--- config.mk ---
export PLATFORM = sky130hd
export DESIGN_NAME = data_mem_responder
export DESIGN_NICKNAME = d
export VERILOG_FILES = /design/src/rtl/data_mem_responder_pkg.sv /design/src/rtl/data_mem_responder_mem_array.sv /design/src/rtl/data_mem_responder.sv
export SDC_FILE = /design/constraint.sdc
export NUM_CORES = 2
export LEC_CHECK = 0
export ABC_CLOCK_PERIOD_IN_PS = 14200
export BUFFER_PORTS_ARGS = -buffer_cell sky130_fd_sc_hd__buf_2
export CELL_PAD_IN_SITES_DETAIL_PLACEMENT = 1
export CELL_PAD_IN_SITES_GLOBAL_PLACEMENT = 1
export CORE_ASPECT_RATIO = 0.75
export CORE_UTILIZATION = 40
export DETAILED_ROUTE_END_ITERATION = 7
export GPL_ROUTABILITY_DRIVEN = 0
export MAX_ROUTING_LAYER = met4
export PLACE_DENSITY_LB_ADDON = 0.3
export SETUP_SLACK_MARGIN = 0.3
export SLEW_MARGIN = 40
export SYNTH_ARGS = -nofsm -noshare
export SYNTH_HDL_FRONTEND = slang
export SYNTH_SLANG_ARGS = --single-unit
export TNS_END_PERCENT = 20
--- constraint.sdc ---
create_clock -name clk_i -period 14.2 [get_ports clk_i]
set_clock_uncertainty 0.2 [all_clocks]
set_input_delay 1.42 -clock clk_i [delete_from_list [all_inputs] [get_ports clk_i]]
set_output_delay 1.42 -clock clk_i [all_outputs]
set_load 0.05 [all_outputs]
--- src/rtl/data_mem_responder_pkg.sv ---
// Shared types and defaults for the data-memory responder.
// - Default widths/depth/latency used as parameter defaults by the top.
// - mem_state_t: responder FSM states.
// - wait_cnt_t:  wait-state counter (supports 0..15 wait states).
package data_mem_responder_pkg;

    localparam int unsigned DefDataW      = 16;
    localparam int unsigned DefAddrW      = 8;
    localparam int unsigned DefDepth      = 256;
    localparam int unsigned DefWaitCycles = 1;
    localparam int unsigned CntW          = 4;

    typedef logic [CntW-1:0] wait_cnt_t;

    typedef enum logic [1:0] {
        StIdle = 2'd0,
        StWait = 2'd1,
        StAck  = 2'd2
    } mem_state_t;

    // Counter preload on accept: the WAIT state lasts exactly w cycles.
    function automatic wait_cnt_t wait_init(input int unsigned w);
        return (w == 0) ? '0 : wait_cnt_t'(w - 1);
    endfunction

endpackage

--- src/rtl/data_mem_responder_mem_array.sv ---
// Single-port synchronous RAM, no reset.
// - clk_i:   clock
// - we_i:    write enable; wdata_i written to addr_i on the rising edge
// - re_i:    read enable; rdata_o loads mem[addr_i] on the rising edge and holds otherwise
// - addr_i:  word index
// - wdata_i: write data
// - rdata_o: registered read data (one-cycle read)
module data_mem_responder_mem_array #(
    parameter int unsigned DataW = 16,
    parameter int unsigned Depth = 256,
    parameter int unsigned IdxW  = $clog2(Depth)
) (
    input  logic             clk_i,
    input  logic             we_i,
    input  logic             re_i,
    input  logic [IdxW-1:0]  addr_i,
    input  logic [DataW-1:0] wdata_i,
    output logic [DataW-1:0] rdata_o
);

    logic [DataW-1:0] mem_q [Depth];
    logic [DataW-1:0] rdata_q;

    always_ff @(posedge clk_i) begin
        if (we_i) begin
            mem_q[addr_i] <= wdata_i;
        end
        if (re_i) begin
            rdata_q <= mem_q[addr_i];
        end
    end

    assign rdata_o = rdata_q;

endmodule

--- src/rtl/data_mem_responder.sv ---
// Data-memory responder on the CPU data bus.
// Accepts a load/store request in IDLE, waits WaitCycles cycles, then pulses d_ack_o for one
// cycle. Stores are written and load data registered on the edge entering ACK.
// - clk_i:     processor clock
// - rst_n:     asynchronous active-low reset
// - d_req_i:   request valid, held until d_ack_o
// - d_wr_i:    1 = store, 0 = load (sampled at accept)
// - d_addr_i:  word address (sampled at accept)
// - w_data_i:  store data (sampled at accept)
// - r_data_o:  load data, valid with d_ack_o, held until the next load completes
// - d_ack_o:   one-cycle completion pulse
// - d_busy_o:  high from accept through the ack cycle
// - d_err_o:   out-of-range flag, valid with d_ack_o only
module data_mem_responder
    import data_mem_responder_pkg::*;
#(
    parameter int unsigned DataW      = DefDataW,
    parameter int unsigned AddrW      = DefAddrW,
    parameter int unsigned Depth      = DefDepth,
    parameter int unsigned WaitCycles = DefWaitCycles
) (
    input  logic             clk_i,
    input  logic             rst_n,
    input  logic             d_req_i,
    input  logic             d_wr_i,
    input  logic [AddrW-1:0] d_addr_i,
    input  logic [DataW-1:0] w_data_i,
    output logic [DataW-1:0] r_data_o,
    output logic             d_ack_o,
    output logic             d_busy_o,
    output logic             d_err_o
);

    localparam int unsigned IdxW     = $clog2(Depth);
    localparam wait_cnt_t   WaitInit = wait_init(WaitCycles);

    mem_state_t       state_q, state_d;
    wait_cnt_t        cnt_q, cnt_d;
    logic             capture;

    logic             wr_q;
    logic [AddrW-1:0] addr_q;
    logic [DataW-1:0] wdata_q;
    logic             err_q, err_d;
    logic             rvalid_q, rvalid_d;

    logic             enter_ack;
    logic             eff_wr;
    logic [AddrW-1:0] eff_addr;
    logic [DataW-1:0] eff_wdata;
    logic             in_range;
    logic             mem_we, mem_re;
    logic [DataW-1:0] mem_rdata;

    // State register.
    always_ff @(posedge clk_i or negedge rst_n) begin
        if (!rst_n) begin
            state_q <= StIdle;
            cnt_q   <= '0;
        end else begin
            state_q <= state_d;
            cnt_q   <= cnt_d;
        end
    end

    // Next-state logic.
    always_comb begin
        state_d = state_q;
        cnt_d   = cnt_q;
        capture = 1'b0;
        unique case (state_q)
            StIdle: begin
                if (d_req_i) begin
                    capture = 1'b1;
                    if (WaitCycles == 0) begin
                        state_d = StAck;
                    end else begin
                        state_d = StWait;
                        cnt_d   = WaitInit;
                    end
                end
            end
            StWait: begin
                if (cnt_q == '0) begin
                    state_d = StAck;
                end else begin
                    cnt_d = cnt_q - 1'b1;
                end
            end
            StAck: begin
                state_d = StIdle;
            end
            default: begin
                state_d = StIdle;
            end
        endcase
    end

    // Outputs.
    always_comb begin
        d_ack_o  = (state_q == StAck);
        d_busy_o = (state_q != StIdle);
        d_err_o  = err_q;
        // Reset and out-of-range loads read as zero; otherwise show the RAM read register,
        // which only updates on in-range load commits.
        r_data_o = rvalid_q ? mem_rdata : '0;
    end

    // With zero wait states the commit edge is the accept edge, so the live inputs are used
    // while still in IDLE; otherwise the captured copies.
    always_comb begin
        enter_ack = (state_d == StAck) && (state_q != StAck);
        eff_wr    = (state_q == StIdle) ? d_wr_i   : wr_q;
        eff_addr  = (state_q == StIdle) ? d_addr_i : addr_q;
        eff_wdata = (state_q == StIdle) ? w_data_i : wdata_q;
        in_range  = (32'(eff_addr) < Depth);
        mem_we    = enter_ack && eff_wr && in_range;
        mem_re    = enter_ack && !eff_wr && in_range;
        err_d     = enter_ack && !in_range;
        rvalid_d  = rvalid_q;
        if (enter_ack && !eff_wr) begin
            rvalid_d = in_range;
        end
    end

    always_ff @(posedge clk_i or negedge rst_n) begin
        if (!rst_n) begin
            wr_q     <= 1'b0;
            addr_q   <= '0;
            wdata_q  <= '0;
            err_q    <= 1'b0;
            rvalid_q <= 1'b0;
        end else begin
            if (capture) begin
                wr_q    <= d_wr_i;
                addr_q  <= d_addr_i;
                wdata_q <= w_data_i;
            end
            err_q    <= err_d;
            rvalid_q <= rvalid_d;
        end
    end

    data_mem_responder_mem_array #(
        .DataW (DataW),
        .Depth (Depth),
        .IdxW  (IdxW)
    ) u_mem (
        .clk_i   (clk_i),
        .we_i    (mem_we),
        .re_i    (mem_re),
        .addr_i  (eff_addr[IdxW-1:0]),
        .wdata_i (eff_wdata),
        .rdata_o (mem_rdata)
    );

endmodule

# ---- Word-level counts from Yosys, hierarchy flattened
# Memories as Yosys holds them, arrays and structs flattened. A register that Yosys moved wholly into a read port is not among the register bits.
# Cells that the tools add are included.
dict set report word_totals {
  ff_bits 32
  latch_bits 0
  ram_bits 4096
  rom_bits 0
  wordCells 37
  n_memories 1
}
# memory words word_bits read_ports rd_ports_with_merged_regs wr line_no
set mem_list {}
lappend mem_list {u_mem.mem_q 256 16 1 1 1 data_mem_responder_mem_array.sv:21} ;# logic [DataW-1:0] mem_q [Depth];
dict set report classes {
  add_sub_neg 1
  multipliers 0
  n_div 0
  magnitude_cmp 0
  eq_ne 6
  n_shift 0
  mux 14
  bitwise 0
  n_reduce_logical 9
}
# op count
set op_table {}
lappend op_table {{two-way mux 16 bit} 2}
lappend op_table {{two-way mux 4 bit} 2}
lappend op_table {{two-way mux 8 bit} 1}
lappend op_table {{one-hot mux 4 bit (2 select lines)} 1}
lappend op_table {{!= test 2 bit (second input constant)} 3}
lappend op_table {{two-way mux 1 bit} 5}
lappend op_table {{equality test 2 bit (second input constant)} 2}
lappend op_table {{zero test 4 bit} 1}
lappend op_table {{two-way mux 2 bit} 2}
lappend op_table {{one-hot mux 2 bit (2 select lines)} 1}
lappend op_table {{nonzero test 2 bit} 2}
lappend op_table {{subtractor 4 x 1 -> 4 bit (second input constant)} 1}
lappend op_table {{logical AND 1 bit} 3}
lappend op_table {{AND reduction 3 bit} 1}
lappend op_table {{equality test 2 x 1 -> 1 bit (second input constant)} 1}
lappend op_table {{zero test 2 bit} 1}
lappend op_table {{zero test 1 bit} 1}

# ---- Depth between registers and ports, before layout
dict set report logic_depth {
  word_depth 8
  depth_mapped 11
  mapped_depth_nobuf 8
}

# ---- By module
# From an unflattened synthesis, not the netlist that was laid out.
dict set report unflattened {
  cells_unflattened 6862
  hier_area_um2 157368.4
}
# module n_inst cells_each area_each_um2
set modules_own_cells {}
lappend modules_own_cells {data_mem_responder_mem_array 1 6727 155559.2}
lappend modules_own_cells {data_mem_responder 1 135 1809.2}

# ---- Worst setup path before layout
# OpenSTA, ideal clock, no wires.
dict set report synth_timing {
  path_kind {register to register}
  start {reg state_q[1]}
  end {mem u_mem.mem_q[0][10] (data pin)}
  setup_time_ns 0.823
  arrival_ns 4.862
  t_required_ns 13.177
  setup_slack_ns 8.316
  path_stages_with_launch 9
  path_buffers 5
  cell_sequence {dfrtp_1 > nor2_4 > buf_6 > buf_6 > clkbuf_1 > buf_1 > buf_1 > nand2_1 > nand2_1}
}
dict set report synth_between {
  elab_chain_cells 2
}
# item line_no
set synth_rtl {}
lappend synth_rtl {{start: declaration} data_mem_responder.sv:37} ;# mem_state_t state_q, state_d;
lappend synth_rtl {{start signal: assignment} data_mem_responder.sv:58} ;# state_q <= StIdle;
lappend synth_rtl {{start signal: assignment} data_mem_responder.sv:61} ;# state_q <= state_d;
lappend synth_rtl {{zero test 2 bit} data_mem_responder.sv:115} ;# eff_wdata = (state_q == StIdle) ? w_data_i : wdata_q;
lappend synth_rtl {{two-way mux 16 bit} data_mem_responder.sv:115}
lappend synth_rtl {{net eff_wdata[10]} data_mem_responder.sv:50} ;# logic [DataW-1:0] eff_wdata;
lappend synth_rtl {{end: declaration} data_mem_responder_mem_array.sv:21}
# The timed path passes the listed nets, and every way through them passes these cells.

# ---- Final worst setup path
dict set report layout_timing {
  start {reg state_q[1]}
  end {reg u_mem.rdata_q[10] (netlist: u_mem.rdata_o[10]) (read register of u_mem.mem_q) (data pin)}
}
dict set report layout_between {
  elab_chain_cells 5
}
# item line_no
set layout_rtl {}
lappend layout_rtl {{equality test 2 x 1 -> 1 bit (tied with other cells)} data_mem_responder.sv:71} ;# unique case (state_q)
lappend layout_rtl {{one-hot mux 2 bit (2 select lines)} data_mem_responder.sv:71}
lappend layout_rtl {{equality test 2 bit} data_mem_responder.sv:112} ;# enter_ack = (state_d == StAck) && (state_q != StAck);
lappend layout_rtl {{logical AND 1 bit} data_mem_responder.sv:112}
lappend layout_rtl {{logical AND 1 bit} data_mem_responder.sv:118} ;# mem_re = enter_ack && !eff_wr && in_range;
lappend layout_rtl {{end: declaration} data_mem_responder_mem_array.sv:22} ;# logic [DataW-1:0] rdata_q;
# Several ways; a longest one is shown, not always the timed one.
# A chain may end at the register's enable or synchronous reset.

==> metrics.md <==
| Metric | Value |
|---|---|
| Commonest non-fill, non-tap cells in the layout | 4112 x edfxtp_1, 2048 x a22oi_1, 1025 x a21oi_1 |
| VDD IR-drop max | 0.000285 V |
| Number of global-route vias before repair | between 90k and 100k |
| Seq/Total Area, Yosys | between 80% and 90% |
| Layout overhead on the synthesized area | 14.7% |
| Setup violators final | 0 |
| Top FF cell, synth | edfxtp_1 |
| Per-cell routed wire length | 35.0 um |
| Initial antenna violation count | 34 |
| Worst-path fanout max | 112 |
| DR DRC count | 0 |
| First-pass GRT wire length | about 700 mm |
| DRT antenna net count | 0 |
| Initial DRC count | around 14k |
| Hold_buf cts | 0 |
| CTS tree | done |
| Die height | ~540 um |
| Layout cell share with drive strength beyond 1 | 14.5% |
| CP arrival | 7170 ps |
| Drt via density | 6.37 |
| Pwr dens | about 230 nW/um^2 |
| Num CTS Buffers | between 300 and 400 |
| Status | finished, final reports clean |
| Cells after Synth | 8675 |
| Worst skew pair latency | approximately 960 ps |
| Worst Path Class, Setup | reg2reg |
| Post-Route Setup TNS | 0 ps |
| P_leak | 0.0527 uW |
| Congestion Overflow GR | 0 |
| Hold WC Path Type | in2async |
| Post-cts sizing count | 0 |
| Synthesis Warnings | 0 |
| Distinct cell type count after synthesis | 42 |
| Die Footprint | 384000 sq um |
| Synthesized Nets | about 8.7k |
| Most common cell after layout, fill and taps aside | edfxtp_1 |
| Half-perimeter wire length after placement | 284 mm |
| Max Freq | 153 MHz |
| Max-cap violations | 0 |
| Port Buffers | 45 |
| CTS H-Tree Depth | 5 |
| Most common cell on crit path | buf_4 |
| Reg clk slew, reported paths | 70 ps |
| Slew Viols, Final | 0 |
| Critical path's slowest cell | a41oi_1 |
| CP cell instances | nor2_4 > buf_4 > inv_2 > o21ai_4 > buf_12 > buf_12 > buf_4 > buf_4 > a22oi_1 > a21oi_1 > o41ai_1 > a41oi_1 > or4_1 |
| CTS Sinks | a little over 4k |
| Routed vias | just over 90k |
| Row count | 196 |
| Largest net degree at the start of global routing | 165 |
| Crit-path max cell delay | 860 ps |
| Clk buf depth | 4 |
| Drt total wl | 503 mm |
| Slew HR | between 30% and 40% |
| Period utilization | 46.1% |
| Hold Vio Cnt, Final | 0 |
| Postcts setup bufs | 0 |
| Post-Synthesis Cell Area | 153000 sq um |
| Worst-Margin Slew | between 900 and 1000 ps |
| R2r setup slk | 7660 ps |
| Clk root buf | clkbuf_16 |
| RSZ-0062 raised after global routing | no |
| Worst Setup End Kind | flop |
| CP required | ~15000 ps |
| Gr usage total | 26.2% |
| Initial Util | 40.2% |
| Fin nets | 8978 |
| Ports | 47 |
| Final min period | 6540 ps |
| Fillers | 35.8k |
| Drt first pass iters | 8 |
| Chip Width | 715 um |
| Core area | 380000 sq um |
| Syn avg cell area | between 15 and 20 sq um |
| Yosys reg bits | roughly 4.1k |
| Post-synth EDFFs | 4112 |
| Asr flop ratio synth | less than 1% |
| Hold Slack | 228 ps |
| Startpoint types | flop |
[power by group]
| group | switching, uW | internal (uW) | leakage [uW] | total (uW) |
|---|---|---|---|---|
| clock network | 4620 | 5830 | 0.00611 | 10400 |
| logic | 10500 | 2860 | 0.00916 | 13300 |
| registers | 91.1 | 16300 | 0.0375 | 16400 |
[registers in the layout (all words and copies together), names as in the netlist]
signal / flops
rvalid_q: 1
wdata_q: 16
u_mem.rdata_o: 16
u_mem.mem_q: 4096
addr_q: 8
state_q: 2
cnt_q: 4
wr_q: 1
[routing by layer]
metal  wire length [um]  share of wire (%)  GRT usage [%]
met1             210000                 42           36.9
met2             228000                 45           38.7
met3              49800                9.9           5.00
met4              16200                3.2           7.93
met5                  0                  0              -
[Yosys cell counts (2+ instances only)]
library cell	n	area share (%)
mux2_2	25	0.18
edfxtp_1	4112	81
or4_1	18	0.088
nand3b_1	4	0.020
inv_1	9	0.022
or4b_2	2	0.013
o31a_1	3	0.017
o21ai_0	6	0.020
o41ai_1	256	1.5
a31oi_4	2	0.028
o31ai_1	3	0.015
dfrtp_1	32	0.52
a41oi_1	64	0.37
buf_6	7	0.052
a22oi_1	2048	10
nand2b_1	10	0.041
buf_4	5	0.025
and2_1	17	0.070
o21a_1	5	0.025
clkbuf_1	424	1.0
ha_1	2	0.016
nand2_1	78	0.19
nor3b_1	2	0.0098
a21oi_1	1025	3.4
o21ai_2	3	0.017
buf_2	168	0.55
nand3_1	7	0.023
nor2_1	265	0.65
or3_1	10	0.041
buf_1	50	0.12
nor4_1	2	0.0082
[final cells by class]
cell class	instances	area [sq um]	area share, %
flip-flops and latches	4144	124000	71.0
multi-input cells	3867	27400	15.6
clock buffers	465	10300	5.86
well taps	5049	6320	3.61
repair buffers	530	4480	2.56
clock inverters	247	2190	1.25
diodes	48	120	0.0686
inverters	10	37.5	0.0214
[cell families (layout without fill, tap and decap cells)]
family | Yosys count | count (layout) | synth area share (%)
fa+ha+maj | 2 | 2 | 0.0164
flops | 4144 | 4144 | 81.4
buf+inv | 664 | 1252 | 1.82
compound gates | 3419 | 3419 | 15.4
xor+xnor | 1 | 1 | 0.00574
mux | 25 | 25 | 0.184
simple gates | 419 | 419 | 1.18
other cells | 1 | 49 | 0.00246
[final timing paths]
check / from / to / depth (start not counted)
min reg2reg: wdata_q[7] / wdata_q[7] / 1
max: state_q[1] / u_mem.rdata_o[10] / 13
min in group clk_i: wdata_q[7] / wdata_q[7] / 1
min: rst_n / cnt_q[1] / 1
max in group asynchronous: rst_n / rvalid_q / 1
max reg2reg: state_q[1] / u_mem.rdata_o[10] / 13
[worst max-delay path, delay by kind of cell, from the launching register on]
family                 cells  cell delay [ps]
AO/OA/AOI/OAI              5             1730
buffers and inverters      6             3100
flip-flops                 1              490
AND/OR/NAND/NOR            2              380
[metrics by stage]
stage               total power (uW)  util, %  cells  setup slack [ps]  instance area [sq um]
floorplan                      24000        -   8675              8320                 153000
global placement               29000     42.3  13579              6590                 161000
detailed placement             29600     42.7  13590              7330                 162000
CTS                            39900     45.9  14302              7960                 175000
global route                   41200     46.1  14350              7670                 175000
finish                         40200     46.1  14360              7660                 175000
No activity file was read; power rests on OpenSTA's default activity.
